==> config.mk <==
export PLATFORM = sky130hd
export DESIGN_NAME = ring_router_node_p_flat
export DESIGN_NICKNAME = d
export VERILOG_FILES = /design/src/rtl/ring_router_node_p_if.sv /design/src/rtl/ring_router_node_p.sv /design/src/flat_wrapper.sv
export SDC_FILE = /design/constraint.sdc
export NUM_CORES = 1
export LEC_CHECK = 0
export ABC_AREA = 0
export CAP_MARGIN = 25
export CELL_PAD_IN_SITES_DETAIL_PLACEMENT = 2
export CELL_PAD_IN_SITES_GLOBAL_PLACEMENT = 2
export CORE_MARGIN = 2
export CORE_UTILIZATION = 36
export DETAILED_ROUTE_END_ITERATION = 8
export PLACE_DENSITY = 0.81
export SYNTH_ARGS = -nofsm -noshare
export SYNTH_HDL_FRONTEND = slang
export SYNTH_SLANG_ARGS = --single-unit
==> constraint.sdc <==
create_clock -name clk -period 5.4 [get_ports clk]
set_input_delay 1.08 -clock clk [delete_from_list [all_inputs] [get_ports clk]]
set_output_delay 1.08 -clock clk [all_outputs]
set_load 0.1 [all_outputs]
==> src/rtl/ring_router_node_p_if.sv <==
// rtl/ring_router_node_p_if.sv - cw/ccw/pe send/data/ready bundle for the ring router node
interface ring_router_node_p_if #(
    parameter int DATA_W = 64
);
    logic              cwsi;
    logic [DATA_W-1:0] cwdi;
    logic              cwri;
    logic              cwso;
    logic [DATA_W-1:0] cwdo;
    logic              cwro;

    logic              ccwsi;
    logic [DATA_W-1:0] ccwdi;
    logic              ccwri;
    logic              ccwso;
    logic [DATA_W-1:0] ccwdo;
    logic              ccwro;

    logic              pesi;
    logic [DATA_W-1:0] pedi;
    logic              peri;
    logic              peso;
    logic [DATA_W-1:0] pedo;
    logic              pero;

    modport master (
        output cwsi, cwdi, cwro, ccwsi, ccwdi, ccwro, pesi, pedi, pero,
        input  cwri, cwso, cwdo, ccwri, ccwso, ccwdo, peri, peso, pedo
    );

    modport slave (
        input  cwsi, cwdi, cwro, ccwsi, ccwdi, ccwro, pesi, pedi, pero,
        output cwri, cwso, cwdo, ccwri, ccwso, ccwdo, peri, peso, pedo
    );
endinterface

==> src/rtl/ring_router_node_p.sv <==
// rtl/ring_router_node_p.sv - 2-VC bidirectional ring router node with per-VC input FIFOs
// Optional delivered-packet counters enabled by ROUTER_PERF_CNT_EN.
module ring_router_node_p #(
    parameter int DATA_W    = 64,
    parameter int HOP_W     = 8,
    parameter int BUF_DEPTH = 2
) (
    input  logic        clk,
    input  logic        reset_n,
    output logic        polarity,
    ring_router_node_p_if.slave bus,
    output logic [15:0] cnt_cw,
    output logic [15:0] cnt_ccw,
    output logic [15:0] cnt_pe
);
    localparam int VC_BIT  = DATA_W - 1;
    localparam int DIR_BIT = DATA_W - 2;
    localparam int HOP_MSB = DATA_W - 9;
    localparam int HOP_LSB = DATA_W - 8 - HOP_W;
    localparam int PW      = $clog2(BUF_DEPTH);
    localparam int CW      = PW + 1;
    localparam logic [CW-1:0] FULL = CW'(BUF_DEPTH);

    // Port index 0 = cw, 1 = ccw, 2 = pe (for both inputs and outputs).
    logic [2:0]        in_send;
    logic [2:0]        out_ready;
    logic [DATA_W-1:0] in_data [3];

    logic [DATA_W-1:0] mem_q [3][2][BUF_DEPTH];
    logic [PW-1:0]     rd_q  [3][2];
    logic [PW-1:0]     wr_q  [3][2];
    logic [CW-1:0]     cnt_q [3][2];
    logic [CW-1:0]     cnt_d [3][2];
    logic [2:0][1:0]   push;
    logic [2:0][1:0]   pop;

    logic              pol_q;
    logic [2:0]        ri_q, ri_d;
    logic [2:0]        so_q, so_d;
    logic [2:0]        rr_q, rr_d;
    logic [DATA_W-1:0] do_q [3];
    logic [DATA_W-1:0] do_d [3];

    logic [DATA_W-1:0] head [3];
    logic [2:0]        hv;
    logic [2:0]        req_a, req_b, ga, gb, pop_any;
    logic [DATA_W-1:0] pkt_a [3];
    logic [DATA_W-1:0] pkt_b [3];

    function automatic logic [DATA_W-1:0] hop_shift(input logic [DATA_W-1:0] p);
        logic [DATA_W-1:0] r;
        r = p;
        r[HOP_MSB -: HOP_W] = p[HOP_MSB -: HOP_W] >> 1;
        return r;
    endfunction

    assign in_send    = {bus.pesi, bus.ccwsi, bus.cwsi};
    assign out_ready  = {bus.pero, bus.ccwro, bus.cwro};
    assign in_data[0] = bus.cwdi;
    assign in_data[1] = bus.ccwdi;
    assign in_data[2] = bus.pedi;

    always_comb begin
        push    = '0;
        pop     = '0;
        ga      = '0;
        gb      = '0;
        so_d    = '0;
        rr_d    = rr_q;
        pop_any = '0;
        for (int i = 0; i < 3; i++) begin
            head[i] = mem_q[i][pol_q][rd_q[i][pol_q]];
            hv[i]   = (cnt_q[i][pol_q] != '0);
        end
        // Side a is always a ring input so a cleared pointer favours the ring.
        req_a[0] = hv[0] &&  head[0][HOP_LSB];
        req_b[0] = hv[2] && !head[2][DIR_BIT];
        pkt_a[0] = hop_shift(head[0]);
        pkt_b[0] = hop_shift(head[2]);
        req_a[1] = hv[1] &&  head[1][HOP_LSB];
        req_b[1] = hv[2] &&  head[2][DIR_BIT];
        pkt_a[1] = hop_shift(head[1]);
        pkt_b[1] = hop_shift(head[2]);
        req_a[2] = hv[0] && !head[0][HOP_LSB];
        req_b[2] = hv[1] && !head[1][HOP_LSB];
        pkt_a[2] = head[0];
        pkt_b[2] = head[1];
        for (int o = 0; o < 3; o++) begin
            if (out_ready[o]) begin
                if (req_a[o] && req_b[o]) begin
                    ga[o]   = ~rr_q[o];
                    gb[o]   =  rr_q[o];
                    rr_d[o] = ~rr_q[o];
                end else begin
                    ga[o] = req_a[o];
                    gb[o] = req_b[o];
                end
            end
            so_d[o] = ga[o] | gb[o];
            do_d[o] = ga[o] ? pkt_a[o] : (gb[o] ? pkt_b[o] : '0);
        end
        pop_any[0] = ga[0] | ga[2];
        pop_any[1] = ga[1] | gb[2];
        pop_any[2] = gb[0] | gb[1];
        for (int i = 0; i < 3; i++) begin
            for (int v = 0; v < 2; v++) begin
                pop[i][v]  = pop_any[i] && (pol_q == v[0]);
                push[i][v] = in_send[i] && (in_data[i][VC_BIT] == v[0]) && (cnt_q[i][v] != FULL);
                cnt_d[i][v] = cnt_q[i][v] + {{(CW-1){1'b0}}, push[i][v]}
                                          - {{(CW-1){1'b0}}, pop[i][v]};
            end
            ri_d[i] = (cnt_d[i][0] != FULL) && (cnt_d[i][1] != FULL);
        end
    end

    always_ff @(posedge clk) begin
        if (!reset_n) begin
            pol_q <= 1'b0;
            ri_q  <= '0;
            so_q  <= '0;
            rr_q  <= '0;
            for (int i = 0; i < 3; i++) begin
                do_q[i] <= '0;
                for (int v = 0; v < 2; v++) begin
                    rd_q[i][v]  <= '0;
                    wr_q[i][v]  <= '0;
                    cnt_q[i][v] <= '0;
                end
            end
        end else begin
            pol_q <= ~pol_q;
            ri_q  <= ri_d;
            so_q  <= so_d;
            rr_q  <= rr_d;
            for (int i = 0; i < 3; i++) begin
                do_q[i] <= do_d[i];
                for (int v = 0; v < 2; v++) begin
                    cnt_q[i][v] <= cnt_d[i][v];
                    if (push[i][v]) wr_q[i][v] <= wr_q[i][v] + 1'b1;
                    if (pop[i][v])  rd_q[i][v] <= rd_q[i][v] + 1'b1;
                end
            end
        end
    end

    // Payload storage needs no reset; occupancy counters define validity.
    always_ff @(posedge clk) begin
        for (int i = 0; i < 3; i++) begin
            for (int v = 0; v < 2; v++) begin
                if (reset_n && push[i][v]) mem_q[i][v][wr_q[i][v]] <= in_data[i];
            end
        end
    end

    assign polarity  = pol_q;
    assign bus.cwri  = ri_q[0];
    assign bus.ccwri = ri_q[1];
    assign bus.peri  = ri_q[2];
    assign bus.cwso  = so_q[0];
    assign bus.ccwso = so_q[1];
    assign bus.peso  = so_q[2];
    assign bus.cwdo  = do_q[0];
    assign bus.ccwdo = do_q[1];
    assign bus.pedo  = do_q[2];

`ifdef ROUTER_PERF_CNT_EN
    logic [15:0] pc_q [3];

    always_ff @(posedge clk) begin
        if (!reset_n) begin
            for (int o = 0; o < 3; o++) pc_q[o] <= '0;
        end else begin
            for (int o = 0; o < 3; o++) begin
                if (so_d[o] && pc_q[o] != 16'hFFFF) pc_q[o] <= pc_q[o] + 16'd1;
            end
        end
    end

    assign cnt_cw  = pc_q[0];
    assign cnt_ccw = pc_q[1];
    assign cnt_pe  = pc_q[2];
`else
    assign cnt_cw  = 16'h0;
    assign cnt_ccw = 16'h0;
    assign cnt_pe  = 16'h0;
`endif
endmodule

==> src/flat_wrapper.sv <==
// flat-port wrapper written by rule: the top's interface ports become plain ports
module ring_router_node_p_flat 
#(
    parameter int DATA_W    = 64,
    parameter int HOP_W     = 8,
    parameter int BUF_DEPTH = 2
)
  (clk, reset_n, polarity, cnt_cw, cnt_ccw, cnt_pe, bus_cwsi, bus_cwdi, bus_cwro, bus_ccwsi, bus_ccwdi, bus_ccwro, bus_pesi, bus_pedi, bus_pero, bus_cwri, bus_cwso, bus_cwdo, bus_ccwri, bus_ccwso, bus_ccwdo, bus_peri, bus_peso, bus_pedo);
  ring_router_node_p_if #(.DATA_W(DATA_W)) bus_i ();
  input  logic clk;
  input  logic reset_n;
  output logic polarity;
  output logic [15:0] cnt_cw;
  output logic [15:0] cnt_ccw;
  output logic [15:0] cnt_pe;
  input wire logic [$bits(bus_i.cwsi)-1:0] bus_cwsi;
  input wire logic [$bits(bus_i.cwdi)-1:0] bus_cwdi;
  input wire logic [$bits(bus_i.cwro)-1:0] bus_cwro;
  input wire logic [$bits(bus_i.ccwsi)-1:0] bus_ccwsi;
  input wire logic [$bits(bus_i.ccwdi)-1:0] bus_ccwdi;
  input wire logic [$bits(bus_i.ccwro)-1:0] bus_ccwro;
  input wire logic [$bits(bus_i.pesi)-1:0] bus_pesi;
  input wire logic [$bits(bus_i.pedi)-1:0] bus_pedi;
  input wire logic [$bits(bus_i.pero)-1:0] bus_pero;
  output wire logic [$bits(bus_i.cwri)-1:0] bus_cwri;
  output wire logic [$bits(bus_i.cwso)-1:0] bus_cwso;
  output wire logic [$bits(bus_i.cwdo)-1:0] bus_cwdo;
  output wire logic [$bits(bus_i.ccwri)-1:0] bus_ccwri;
  output wire logic [$bits(bus_i.ccwso)-1:0] bus_ccwso;
  output wire logic [$bits(bus_i.ccwdo)-1:0] bus_ccwdo;
  output wire logic [$bits(bus_i.peri)-1:0] bus_peri;
  output wire logic [$bits(bus_i.peso)-1:0] bus_peso;
  output wire logic [$bits(bus_i.pedo)-1:0] bus_pedo;
  assign bus_i.cwsi = bus_cwsi;
  assign bus_i.cwdi = bus_cwdi;
  assign bus_i.cwro = bus_cwro;
  assign bus_i.ccwsi = bus_ccwsi;
  assign bus_i.ccwdi = bus_ccwdi;
  assign bus_i.ccwro = bus_ccwro;
  assign bus_i.pesi = bus_pesi;
  assign bus_i.pedi = bus_pedi;
  assign bus_i.pero = bus_pero;
  assign bus_cwri = bus_i.cwri;
  assign bus_cwso = bus_i.cwso;
  assign bus_cwdo = bus_i.cwdo;
  assign bus_ccwri = bus_i.ccwri;
  assign bus_ccwso = bus_i.ccwso;
  assign bus_ccwdo = bus_i.ccwdo;
  assign bus_peri = bus_i.peri;
  assign bus_peso = bus_i.peso;
  assign bus_pedo = bus_i.pedo;
  ring_router_node_p #(.DATA_W(DATA_W), .HOP_W(HOP_W), .BUF_DEPTH(BUF_DEPTH)) u_core (.clk(clk), .reset_n(reset_n), .polarity(polarity), .bus(bus_i), .cnt_cw(cnt_cw), .cnt_ccw(cnt_ccw), .cnt_pe(cnt_pe));
endmodule
### After elaboration in Yosys (flattened, before gate mapping)

Memories as Yosys holds them, arrays and structs flattened.
Index checks and enable logic that the tools add are counted.

| word-level totals | value |
|---|---|
| bits in registers | 10 |
| RAM bits | 984 |
| input bits | 200 |
| output and inout port bits | 247 |
| memories kept | 5 |

Memory list:

| name | words | bits a word | read ports | clocked after memory_dff | write ports | line | source |
|---|---|---|---|---|---|---|---|
| u_core.mem_q | 3 | 256 | 3 | 0 | 3 | ring_router_node_p.sv:29 | `logic [DATA_W-1:0] mem_q [3][2][BUF_DEPTH];` |
| u_core.do_q | 3 | 64 | 3 | 0 | 3 | ring_router_node_p.sv:41 | `logic [DATA_W-1:0] do_q [3];` |
| u_core.cnt_q | 3 | 4 | 3 | 0 | 3 | ring_router_node_p.sv:32 | `logic [CW-1:0] cnt_q [3][2];` |
| u_core.rd_q | 3 | 2 | 3 | 0 | 3 | ring_router_node_p.sv:30 | `logic [PW-1:0] rd_q [3][2];` |
| u_core.wr_q | 3 | 2 | 3 | 0 | 3 | ring_router_node_p.sv:31 | `logic [PW-1:0] wr_q [3][2];` |

| cells by class | value |
|---|---|
| add/sub/neg operators | 24 |
| magnitude comparators | 16 |
| equal/unequal tests | 12 |
| mux-type cells | 137 |
| bitwise operators | 44 |
| reduce and logical (&&, ||, !) cells | 51 |

Operator list:

| operator | number |
|---|---|
| two-way mux 128 bit | 15 |
| two-way mux 64 bit | 24 |
| demux 64 bit (select 1 bit) | 6 |
| two-way mux 1 bit | 77 |
| logical AND 1 bit | 42 |
| two-way mux 2 bit | 15 |
| bitwise OR 1 bit | 27 |
| inequality test 2 bit (second input constant) | 12 |
| greater-or-equal comparator 2 bit (second input constant) | 10 |
| NOT 1 -> 2 bit | 10 |
| adder 1 bit (second input constant) | 12 |
| adder 2 x 1 -> 2 bit | 6 |
| < comparator 2 x 1 -> 1 bit (second input constant) | 6 |
| subtractor 2 x 1 -> 2 bit | 6 |
| NOT 1 bit | 7 |
| AND reduction 2 bit | 3 |
| nonzero test 2 bit | 3 |
| logical NOT 1 bit | 3 |

### Logic depth before layout (Yosys ltp)

| logic depth | value |
|---|---|
| depth after elaboration | 19 |
| mapped depth | 13 |
| mapped depth without buffers | 11 |

### Least setup slack after synthesis

Ideal clock, no wire load.

| timing path | value |
|---|---|
| path kind | in2reg |
| start | input reset_n |
| end | memory u_core.wr_q[0][4] in the netlist's numbering (data pin) |
| arrival | 4.338 ns |
| required time | 4.667 ns |
| slack | 0.329 ns |
| stages on the path | 4 |
| buffers on the path | 2 |
| cells stage by stage | clkbuf_1 > clkbuf_1 > nand2_1 > nor2_1 |

RTL lines:

| element | line | source |
|---|---|---|
| start: declaration | flat_wrapper.sv:11 | `input logic reset_n;` |
| end: declaration | ring_router_node_p.sv:31 |  |

### Final worst setup path

| timing path | value |
|---|---|
| start | register u_core.pol_q (netlist: u_core.polarity) |
| end | output polarity |

RTL lines:

| element | line | source |
|---|---|---|
| start: declaration | ring_router_node_p.sv:37 | `logic pol_q;` |
| start signal: assignment | ring_router_node_p.sv:131 | `pol_q <= ~pol_q;` |
| end: declaration | flat_wrapper.sv:12 | `output logic polarity;` |

No word-level cell between the ends.

==> flow_summary.ini <==
[critical_path]
start_kind = flip-flop
crit_arrival_ps = 2970
cp_max_fo = 21
cp_cell_sequence = clkdlybuf4s50_1
crit_slowest_cell = clkdlybuf4s50_1
max_stage_delay_ps = 1310
r2r_slack_ps = 1360
end_kind = output port
cp.required_ps = 4320
critPathTopFamily = buffers and inverters
path_class = reg -> out
path_buf_inv = 1

[placement]
io_buffers = 395
hpwl_um = 79100
dpl_worst_slack_ps = 1200
place_area_um2 = 42800
dp_cells = 4110
place_congestion = 0.777

[layout]
n_fill_cell = 9661
drive_gt1_share_pct = 15.0
final_core_util_pct = 45.2
fin_area_um2 = 46600
nNetsFinal = 3055
multi_input_area_um2 = 9090
layout.area.seq_um2 = 27500
final_cells = 4326
syn_to_final_growth_pct = 24.6

[power_and_ir_drop]
p_per_area_nw_per_um2 = 419
worst_ir_drop_vdd_mv = 0.291
p_leak_nw = 15.9

[drt]
dr_wl_met2_um = 65200
highest_layer = met5
met3_length_um = 7090
wl_met1_um = 50600
initialDrtViolationCount = 1519
drtPass1Iterations = 5
drt_wl_total_um = 126000
vias = 22895
post_drt_wl_per_cell_um = 29.2
vias_per_cell = 5.29
ant_nets = 0
drcViolationCount = 0

[yosys]
synth_edf_count = 774
synth_area_leader_cell = edfxtp_1
ys_seq_area_share_pct = 73.6
syn_inst = 2432
synthTopCellsByCount = edfxtp_1, dfxtp_1, nor2_1
synth-seq-cells = 988
synth.most_common_cell = edfxtp_1
netlist_area_um2 = 37400
ys_types = 47
ys.flop_type = edfxtp_1
avgSynthCellArea_um2 = 15.4
synth_area_leaders = edfxtp_1, dfxtp_1, mux2_2, mux2i_1, o22ai_1
async_flop_share_pct = 0
yosysWarnings = 0
synth_top_area_share_pct = 62.2

[clocking]
clock_path_buffers = 3
htree_levels = 3
clkTransAtPathRegs_ps = 60
ctsRootBufferMaster = clkbuf_16
cts_tree = done
postCtsSetupRepairBufs = 0
hold_buffers = 0
clock_sinks = 988
ctsResizeCount = 0
cts_buffers = 106
clock_latency_ps = 690

[timing]
slew_violations = 0
period_share_pct = 75.0
setup_tns_ps = 0
finalSetupViolCount = 0
rsz0062_at_grt = no
finalHoldViolations = 0
fin_skew_ps = 18.1
worst_slew_pin_slew_ps = 1260
fmax_mhz = 247
slew_headroom_pct = 16.3
fin_ws_ps = 1350
fin_crit_ps = 4050

[global_route]
grt_pass1_wl_um = 183000
antenna_found_initial = 28
grtUsageTotal_pct = 23.4
grt-ovfl-total = 0
grt_pass1_vias = 26306
grt_max_degree = 206

[floorplan]
ios = 447
rows = 118
initial_core_util_pct = 36.2
die_height_um = 326
core_um2 = 103000
dieArea_um2 = 106000
die-width_um = 326

[job]
max_cap_violations = 0

[min_path]
min_path_type = reg -> reg

[status]
status = complete, no violations
## final timing paths
path                                    from                         endpoint  cells past startpoint
max               u_core.polarity$_SDFF_PN0_                         polarity                      1
min          u_core.wr_q[0][0]$_SDFFCE_PN0P_  u_core.wr_q[0][0]$_SDFFCE_PN0P_                      1
max reg2reg       u_core.polarity$_SDFF_PN0_        u_core.ri_q[1]$_SDFF_PN0_                     11
min reg2reg  u_core.wr_q[0][0]$_SDFFCE_PN0P_  u_core.wr_q[0][0]$_SDFFCE_PN0P_                      1
## flip-flops by register name (all words and copies together), names as in the netlist
register	cells
u_core.so_q	3
u_core.wr_q	6
u_core.do_q	190
u_core.rr_q	3
u_core.polarity	1
u_core.cnt_q	12
u_core.mem_q	764
u_core.ri_q	3
u_core.rd_q	6
## layout make-up
type | count | area share [%]
Clock buffer | 144 | 6.41
Inverter | 19 | 0.169
Antenna cell | 9 | 0.0483
Tap cell | 1380 | 3.71
Timing Repair Buffer | 448 | 9.74
Sequential cell | 988 | 59.1
Multi-Input combinational cell | 1280 | 19.5
Clock inverter | 58 | 1.33
## through the flow
stage / power (mW) / hold slack, ps
global placement: 11.9 / 575
finish: 19.5 / 644
global route: 20.1 / 664
detailed placement: 12.1 / 612
CTS: 19.7 / 646
floorplan: 11.0 / 544
## kinds of logic after synthesis
family,after synthesis,synth area share (%)
buf+inv,214,2.94
xor+xnor,16,0.375
compound gates,411,6.36
fa+ha+maj,12,0.402
simple gates,400,5.21
other cells,1,0.0100
mux,390,11.1
flops,988,73.6
## layout by cell type (no fill, tap or decap), drive strengths merged, types with 2 or more instances in the layout
cell	netlist	routed
a311o	2	2
o211a	2	2
clkinvlp	0	7
edfxtp	774	774
or4	2	2
xnor2	9	9
nand3	5	5
nand2	17	17
diode	0	9
clkinv	0	34
conb	1	51
o2111ai	3	3
or3b	2	2
ha	12	12
a21boi	2	2
clkdlybuf4s50	0	393
o21ai	8	8
and3	6	6
bufinv	0	11
nand2b	8	8
mux2i	200	200
a21oi	194	194
nor2	207	207
o22ai	188	188
buf	119	55
nand4	2	2
nor2b	6	6
dfxtp	214	214
clkbuf	76	144
nor3	5	5
a211oi	4	4
and2	138	138
xor2	7	7
inv	19	25
mux2	190	190
o221a	3	3
## per-layer routing
layer  global-route usage (%)  up-vias
met1                     28.1    12046
met3                     4.83      214
li1                         -     9877
met5                        0        -
met4                     7.79       32
met2                     41.9      726
## power breakdown
group          total [mW]  leakage [nW]  internal (mW)  switching, mW
clock                7.53          1.77           4.42           3.11
combinational        3.25          5.32          0.930           2.32
sequential           8.74          8.78           8.56          0.179
Power figures use the tool's default switching activity.
